[config.mk]
export PLATFORM = sky130hd
export DESIGN_NAME = alu_serial_rx
export DESIGN_NICKNAME = d
export VERILOG_FILES = /design/src/rtl/alu_pkg.sv /design/src/rtl/alu_crc4_serial.sv /design/src/rtl/alu_serial_rx.sv
export SDC_FILE = /design/constraint.sdc
export NUM_CORES = 1
export LEC_CHECK = 0
export ABC_AREA = 1
export CORE_ASPECT_RATIO = 1.25
export CORE_MARGIN = 1.5
export CORE_UTILIZATION = 45
export DETAILED_ROUTE_END_ITERATION = 8
export DONT_BUFFER_PORTS = 1
export GPL_TIMING_DRIVEN = 0
export HOLD_SLACK_MARGIN = 0.02
export PLACE_DENSITY = 0.66
export SYNTH_ARGS = -nofsm -noshare
export SYNTH_HDL_FRONTEND = slang
export SYNTH_SLANG_ARGS = --single-unit
[constraint.sdc]
create_clock -name clk -period 1.8 [get_ports clk]
set_input_delay 0.27 -clock clk [delete_from_list [all_inputs] [get_ports clk]]
set_output_delay 0.27 -clock clk [all_outputs]
set_load 0.01 [all_outputs]
[src/rtl/alu_pkg.sv]
// Shared definitions for the ALU serial link: packet/opcode types, frame
// geometry, error bit positions and the reference CRC4 routine.
package alu_pkg;

  typedef enum logic {
    DATA = 1'b0,
    CTL  = 1'b1
  } packet_type_t;

  typedef enum logic [2:0] {
    OP_AND  = 3'b000,
    OP_OR   = 3'b001,
    OP_BAD2 = 3'b010,
    OP_BAD3 = 3'b011,
    OP_ADD  = 3'b100,
    OP_SUB  = 3'b101,
    OP_BAD6 = 3'b110,
    OP_BAD7 = 3'b111
  } operation_t;

  localparam int ERR_DATA = 2;
  localparam int ERR_CRC  = 1;
  localparam int ERR_OP   = 0;

  localparam int PKT_BITS  = 11;
  localparam int DATA_PKTS = 8;

  function automatic logic op_is_valid(input logic [2:0] op);
    return (op == OP_AND) || (op == OP_OR) || (op == OP_ADD) || (op == OP_SUB);
  endfunction

  // Bit-serial x^4+x+1 over {B, A, 1'b1, op}, B[31] first, seed 0.
  function automatic logic [3:0] calc_crc4(input logic [31:0] a,
                                           input logic [31:0] b,
                                           input logic [2:0]  op);
    logic [67:0] msg;
    logic [3:0]  c;
    logic        fb;
    msg = {b, a, 1'b1, op};
    c   = 4'b0000;
    for (int i = 67; i >= 0; i--) begin
      fb = c[3] ^ msg[i];
      c  = {c[2:0], 1'b0} ^ {2'b00, fb, fb};
    end
    return c;
  endfunction

endpackage

[src/rtl/alu_crc4_serial.sv]
// Bit-serial CRC4 (x^4+x+1) accumulator; clear has priority over en.
module alu_crc4_serial (
  input  logic       clk,
  input  logic       rst_n,
  input  logic       clear,
  input  logic       en,
  input  logic       d,
  output logic [3:0] crc
);

  logic [3:0] crc_q, crc_d;
  logic       fb;

  always_comb begin
    crc_d = crc_q;
    fb    = crc_q[3] ^ d;
    if (clear) begin
      crc_d = 4'b0000;
    end else if (en) begin
      crc_d = {crc_q[2:0], 1'b0} ^ {2'b00, fb, fb};
    end
  end

  always_ff @(posedge clk or negedge rst_n) begin
    if (!rst_n) crc_q <= 4'b0000;
    else        crc_q <= crc_d;
  end

  assign crc = crc_q;

endmodule

[src/rtl/alu_serial_rx.sv]
// Serial receive front end: deframes 11-bit packets, assembles {B,A} and the
// opcode, checks count/CRC/opcode and issues one checked command per frame.
module alu_serial_rx
  import alu_pkg::*;
(
  input  logic        clk,
  input  logic        rst_n,
  input  logic        sin,
  output logic        cmd_valid,
  output logic [31:0] cmd_a,
  output logic [31:0] cmd_b,
  output logic [2:0]  cmd_op,
  output logic [2:0]  cmd_err
);

  typedef enum logic [2:0] {
    IDLE,
    TYPE,
    PAYLOAD,
    STOP,
    RESYNC
  } state_t;

  state_t       state_q, state_d;
  packet_type_t type_q, type_d;
  logic [2:0]   bit_cnt_q, bit_cnt_d;
  logic [7:0]   shreg_q, shreg_d;
  logic [63:0]  ba_q, ba_d;
  logic [3:0]   data_cnt_q, data_cnt_d;
  logic         frame_err_q, frame_err_d;
  logic         cmd_valid_q, cmd_valid_d;
  logic [31:0]  cmd_a_q, cmd_a_d;
  logic [31:0]  cmd_b_q, cmd_b_d;
  logic [2:0]   cmd_op_q, cmd_op_d;
  logic [2:0]   cmd_err_q, cmd_err_d;

  logic         crc_clear, crc_en, crc_din;
  logic [3:0]   crc;

  alu_crc4_serial u_crc (
    .clk   (clk),
    .rst_n (rst_n),
    .clear (crc_clear),
    .en    (crc_en),
    .d     (crc_din),
    .crc   (crc)
  );

  always_comb begin
    state_d     = state_q;
    type_d      = type_q;
    bit_cnt_d   = bit_cnt_q;
    shreg_d     = shreg_q;
    ba_d        = ba_q;
    data_cnt_d  = data_cnt_q;
    frame_err_d = frame_err_q;
    cmd_valid_d = 1'b0;
    cmd_a_d     = cmd_a_q;
    cmd_b_d     = cmd_b_q;
    cmd_op_d    = cmd_op_q;
    cmd_err_d   = cmd_err_q;
    crc_clear   = 1'b0;
    crc_en      = 1'b0;
    crc_din     = sin;

    case (state_q)
      IDLE: begin
        if (!sin) state_d = TYPE;
      end
      TYPE: begin
        type_d    = packet_type_t'(sin);
        bit_cnt_d = 3'd0;
        state_d   = PAYLOAD;
      end
      PAYLOAD: begin
        shreg_d   = {shreg_q[6:0], sin};
        bit_cnt_d = bit_cnt_q + 3'd1;
        // CTL slot 0 carries the constant 1 of the CRC message in place of payload bit 7.
        if (type_q == DATA) begin
          crc_en = 1'b1;
        end else if (bit_cnt_q <= 3'd3) begin
          crc_en = 1'b1;
          if (bit_cnt_q == 3'd0) crc_din = 1'b1;
        end
        if (bit_cnt_q == 3'd7) state_d = STOP;
      end
      STOP: begin
        if (sin) begin
          state_d = IDLE;
          if (type_q == DATA) begin
            ba_d = {ba_q[55:0], shreg_q};
            if (data_cnt_q != 4'd9) data_cnt_d = data_cnt_q + 4'd1;
          end else begin
            cmd_valid_d = 1'b1;
            cmd_a_d     = ba_q[31:0];
            cmd_b_d     = ba_q[63:32];
            cmd_op_d    = shreg_q[6:4];
            cmd_err_d   = 3'b000;
            if (data_cnt_q != 4'(DATA_PKTS) || frame_err_q) begin
              cmd_err_d[ERR_DATA] = 1'b1;
            end else if (shreg_q[3:0] != crc) begin
              cmd_err_d[ERR_CRC] = 1'b1;
            end else if (!op_is_valid(shreg_q[6:4])) begin
              cmd_err_d[ERR_OP] = 1'b1;
            end
            data_cnt_d  = 4'd0;
            frame_err_d = 1'b0;
            crc_clear   = 1'b1;
          end
        end else begin
          frame_err_d = 1'b1;
          state_d     = RESYNC;
        end
      end
      RESYNC: begin
        if (sin) state_d = IDLE;
      end
      default: state_d = IDLE;
    endcase
  end

  always_ff @(posedge clk or negedge rst_n) begin
    if (!rst_n) begin
      state_q     <= IDLE;
      type_q      <= DATA;
      bit_cnt_q   <= 3'd0;
      shreg_q     <= 8'h00;
      ba_q        <= 64'h0;
      data_cnt_q  <= 4'd0;
      frame_err_q <= 1'b0;
      cmd_valid_q <= 1'b0;
      cmd_a_q     <= 32'h0;
      cmd_b_q     <= 32'h0;
      cmd_op_q    <= 3'b000;
      cmd_err_q   <= 3'b000;
    end else begin
      state_q     <= state_d;
      type_q      <= type_d;
      bit_cnt_q   <= bit_cnt_d;
      shreg_q     <= shreg_d;
      ba_q        <= ba_d;
      data_cnt_q  <= data_cnt_d;
      frame_err_q <= frame_err_d;
      cmd_valid_q <= cmd_valid_d;
      cmd_a_q     <= cmd_a_d;
      cmd_b_q     <= cmd_b_d;
      cmd_op_q    <= cmd_op_d;
      cmd_err_q   <= cmd_err_d;
    end
  end

  assign cmd_valid = cmd_valid_q;
  assign cmd_a     = cmd_a_q;
  assign cmd_b     = cmd_b_q;
  assign cmd_op    = cmd_op_q;
  assign cmd_err   = cmd_err_q;

endmodule

Yosys cells after proc, flatten, opt, wreduce, memory -nomap -nowiden:

Cells that the tools add are included.
W data, S select, Z words.

* bits in registers: 159
* bits of input ports: 3
* output and inout port bits: 71
* logic and storage cells: 76

* add/subtract/negate cells: 2
* order comparisons: 1
* equal/unequal tests: 15
* mux-type cells: 27
* bitwise operators: 3
* reduce and logical (&&, ||, !) cells: 15

Operator list (count)
* $mux W1: 16
* $mux W4: 4
* $pmux W3 S5: 1
* $eq A3 B3 Y1 const B: 4
* $mux W3: 4
* $reduce_and A3 Y1: 4
* $logic_not A3 Y1: 3
* $ne A4 B4 Y1 const B: 2
* $eq A3 B1 Y1 const B: 2
* $eq A3 B2 Y1 const B: 2
* $ne A2 B2 Y1 const B: 3
* $pmux W3 S2: 1
* $reduce_bool A2 Y1: 3
* $add A4 B1 Y4 const B: 1
* $logic_or A1 B1 Y1: 4
* $ne A4 B4 Y1: 1
* $xor A4 B2 Y4: 1
* $add A3 B1 Y3 const B: 1
* $le A3 B2 Y1 const B: 1
* $mux W2: 1
* $ne A2 B1 Y1 const B: 1
* $reduce_and A2 Y1: 1
* $not A1 Y1: 1
* $xor A1 B1 Y1: 1

Logic depth before layout (Yosys ltp):

* depth after elaboration: 9
* gate-level depth with buffers: 10

Modules after synthesis:

A second synthesis with hierarchy kept.

* cell total of the unflattened synthesis: 665
* area total of the unflattened synthesis: 6263.5 µm²

Modules (own cells, without submodules)
* alu_serial_rx: times used 1, cells each 638, area each 6040.8 µm²
* alu_crc4_serial: times used 1, cells each 27, area each 222.7 µm²

Worst setup path after synthesis:

OpenSTA, ideal clock, no wires.

* path kind: register -> register
* start point: register bit_cnt_q[0]
* end point: register u_crc.crc_q[1], in the netlist u_crc.crc[1]
* library setup time: 117 ps
* arrival time: 1229 ps
* data required time: 1683 ps
* slack: 453 ps
* cell stages (with the launch flop): 11
* path buffers: 0
* path through: dfrtp_1 -> ha_1 -> ha_1 -> inv_1 -> nand2_1 -> nand2_1 -> nand2_1 -> nand2_1 -> nand3_1 -> nand3_1 -> nand2_1

* cells in the longest elaborated chain, start to end: 9
* elaborated cells on any way between the ends: 14

RTL lines
* start, declared: line alu_serial_rx.sv:26 `logic [2:0] bit_cnt_q, bit_cnt_d;`
* start signal, assigned: line alu_serial_rx.sv:139 `bit_cnt_q <= bit_cnt_d;`
* parallel branches: the longest is 9 deep, another holds $le A3 B2 Y1
* end signal, assigned: line alu_crc4_serial.sv:26 `else crc_q <= crc_d;`
* end, declared: line alu_crc4_serial.sv:11 `logic [3:0] crc_q, crc_d;`

Several ways; the timed one is not identified. The select of a mux whose other input is x is not followed.
A chain may end at the register's enable or synchronous reset.

Worst setup path after layout:

* start point: register state_q[0]
* end point: register cmd_err_q[2], in the netlist cmd_err[2]

* cells in the longest elaborated chain, start to end: 2

RTL lines
* start, declared: line alu_serial_rx.sv:24 `state_t state_q, state_d;`
* start signal, assigned: line alu_serial_rx.sv:137 `state_q <= state_d;`
* $eq A3 B2 Y1: line alu_serial_rx.sv:66 `case (state_q)`
* $reduce_and A3 Y1 (no line)
* end signal, assigned: line alu_serial_rx.sv:148 `cmd_err_q <= cmd_err_d;`
* end, declared: line alu_serial_rx.sv:35 `logic [2:0] cmd_err_q, cmd_err_d;`

No other way between the ends.

==> results.json <==
{
  "cts.clk_slew.worst_paths_ps": 60,
  "status": "complete, but fails checks",
  "critPathMostFrequentCell": "nor2_1",
  "wl_per_cell_um": 15.4,
  "min_path_type": "input pin to asynchronous set/reset pin",
  "place_congestion": 0.857,
  "worst_pin_slew_ps": 388,
  "synth_nets": 652,
  "crit_chain": "nand3_1 -> nor2_2 -> nand2_1 -> buf_2 -> clkinv_1 -> nor2_1 -> nor2_1",
  "cts.path.max_buffers": 2,
  "post-route-period-util": 0.893,
  "synth.avg_cell_area_um2": 9.62,
  "antenna_found_initial": 0,
  "startpoint_type": "flip-flop",
  "fin_tns_setup_ps": 0,
  "cts_resized": 0,
  "placedInstanceArea_mm2": 0.00639,
  "clock_power_share": 0.286,
  "total_power_uw": 13100,
  "rows": 47,
  "vias": 4300,
  "seqPwrFrac": 0.508,
  "swShare": 0.343,
  "ios": 74,
  "first_pass_iters": 5,
  "holdWs_ps": -447,
  "drive_above_1_share": 0.0877,
  "mostFrequentLayoutCell": "nand2_1",
  "dieArea_mm2": 0.0144,
  "synthCells": 642,
  "start_util": 0.463,
  "ys_warn_count": 0,
  "final_cell_area_mm2": 0.00701,
  "violations": "hold timing",
  "rsz0062_at_grt": "no",
  "max_freq_mhz": 622,
  "drt_iter0_markers": 267,
  "synth_area_mm2": 0.00618,
  "track_usage": 0.193,
  "fp.dieW_um": 108,
  "syn2layout_area_growth_pct": 13.5,
  "irDropWorstVdd_mv": 0.797,
  "final_cell_mix": "186 x nand2_1, 159 x dfrtp_1, 90 x o21ai_0",
  "postCtsSetupBuffers": 0,
  "grt_start_max_net_pins": 160,
  "hold_violations": 159,
  "setup_viol": 0,
  "end_kind": "flip-flop",
  "dieHeight_um": 134,
  "clock_sinks": 159,
  "dp_hpwl_mm": 9.04,
  "drt-total-wl_mm": 13.0,
  "power_frac_comb": 0.206,
  "skew_ps": 12.6,
  "fin_nets": 671,
  "core-area_mm2": 0.0133,
  "maxSlewViolCount": 0,
  "ys_seq_area_frac": 0.644,
  "port_buffers": 0,
  "slowest_stage": "dfrtp_1",
  "power.switching_uw": 4480,
  "crit_path_max_fanout": 10,
  "h-tree-depth": 4,
  "grt_overflow": 0,
  "post-route-drc-count": 0,
  "cts_root_buf": "clkbuf_16",
  "grt_pass1_vias": 4376,
  "crit_arrival_ps": 1890,
  "cts_tree": "done",
  "viasPerCell": 5.09,
  "final.min_clock_period_ps": 1610,
  "clk_latency_ps": 410,
  "leakage_uw": 0.00339,
  "fillers": 1179,
  "critPathKind": "flip-flop to flip-flop",
  "seqCellArea_mm2": 0.00398,
  "drt.antenna.violating_nets": 0,
  "maxCapViolCount": 0,
  "critPathMaxStageDelay_ps": 430,
  "diodes": 0,
  "multiInputGateArea_mm2": 0.00171,
  "ys_types": 21,
  "cp.required_ps": 2090,
  "internal-power_uw": 8590,
  "ys_seq_elements": 159,
  "grt_pass1_wl_mm": 21.5,
  "cts_buffers": 17,
  "power.density_mw_per_mm2": 1860,
  "slew_headroom": 0.741
}
[per-stage QoR]
step / setup WS [ps] / hold WS, ps / instances / util
global placement: 210 / -21.7 / 813 / 0.479
global route: 10.9 / -468 / 844 / 0.525
finish: 193 / -447 / 844 / 0.525
CTS: 175 / -462 / 844 / 0.525
floorplan: 453 / -25.6 / 642 / -
detailed placement: 194 / -22.7 / 813 / 0.479
[synth_stat cells]
cell type,count,area [um2]
nor3_1,2,10.0
ha_1,7,87.6
inv_1,78,293
o21ai_0,90,450
nand4_1,2,12.5
nor2_8,1,20.0
clkbuf_1,5,18.8
o21ai_1,50,250
nand3_1,14,70.1
buf_6,6,67.6
a21oi_1,4,20.0
buf_2,18,90.1
inv_2,4,15.0
nor2_2,1,6.26
a22o_1,1,8.76
nand2_1,186,698
o22ai_1,3,18.8
dfrtp_1,159,3980
clkinv_1,1,3.75
nor2_1,6,22.5
xnor2_1,4,35.0
[kinds of logic (layout without fill, tap and decap cells)]
group / after synthesis / after routing / synth area share
buffers and inverters: 112 / 143 / 0.0790
adder cells (fa/ha/maj): 7 / 7 / 0.0142
AND/OR/NAND/NOR: 212 / 212 / 0.136
XOR/XNOR: 4 / 4 / 0.00567
AO/OA/AOI/OAI: 148 / 148 / 0.121
flip-flops: 159 / 159 / 0.644
[worst paths after layout]
path / from / end / slack, ps / cells after the start
hold / removal: rst_n / cmd_b[27] / -450 / 0
min in group clk: sin / type_q / 120 / 2
setup / recovery: state_q[0] / cmd_err[2] / 190 / 7
setup reg to reg: state_q[0] / cmd_err[2] / 190 / 7
max in group asynchronous: rst_n / cmd_a[24] / 2100 / 0
hold reg to reg: ba_q[60] / cmd_b[28] / 470 / 2
[cell type report]
| type | instances | share of cell area |
|---|---|---|
| Inverter | 83 | 0.0444 |
| Sequential cell | 159 | 0.567 |
| Multi-Input combinational cell | 371 | 0.244 |
| Buffer | 29 | 0.0252 |
| Clock buffer | 21 | 0.0657 |
| Clock inverter | 10 | 0.0230 |
| Tap cell | 171 | 0.0305 |
[flip-flops by register name, summed over array words and instances (netlist names)]
name         flops
cmd_a           32
bit_cnt_q        3
cmd_valid        1
ba_q            64
frame_err_q      1
u_crc.crc        4
cmd_err          3
shreg_q          8
data_cnt_q       4
type_q           1
state_q          3
cmd_op           3
cmd_b           32
[power by group through the flow]
| stage | clock network, uW | logic [uW] | registers, uW |
|---|---|---|---|
| after floorplan | 0 | 2080 | 6340 |
| after detailed placement | 0 | 2700 | 6700 |
| after global routing | 3980 | 3170 | 6840 |
| after CTS | 3800 | 2730 | 6660 |
| after global placement | 0 | 2550 | 6630 |
| final | 3740 | 2700 | 6640 |
[worst max-delay path: cells and delay by family, from the launching register on]
kind                   cells  cell delay [ps]
flip-flops                 1              430
buffers and inverters      2              580
AND/OR/NAND/NOR            5              480
[routing by layer]
layer | share of wire | track usage | vias to the layer above
met2 | 0.53 | 0.333 | 84
met3 | 0.049 | 0.0510 | 8
met5 | 0 | 0 | -
li1 | - | - | 2059
met1 | 0.42 | 0.232 | 2149
met4 | 0.0096 | 0.0673 | 0
(Power assumes the default switching activity.)
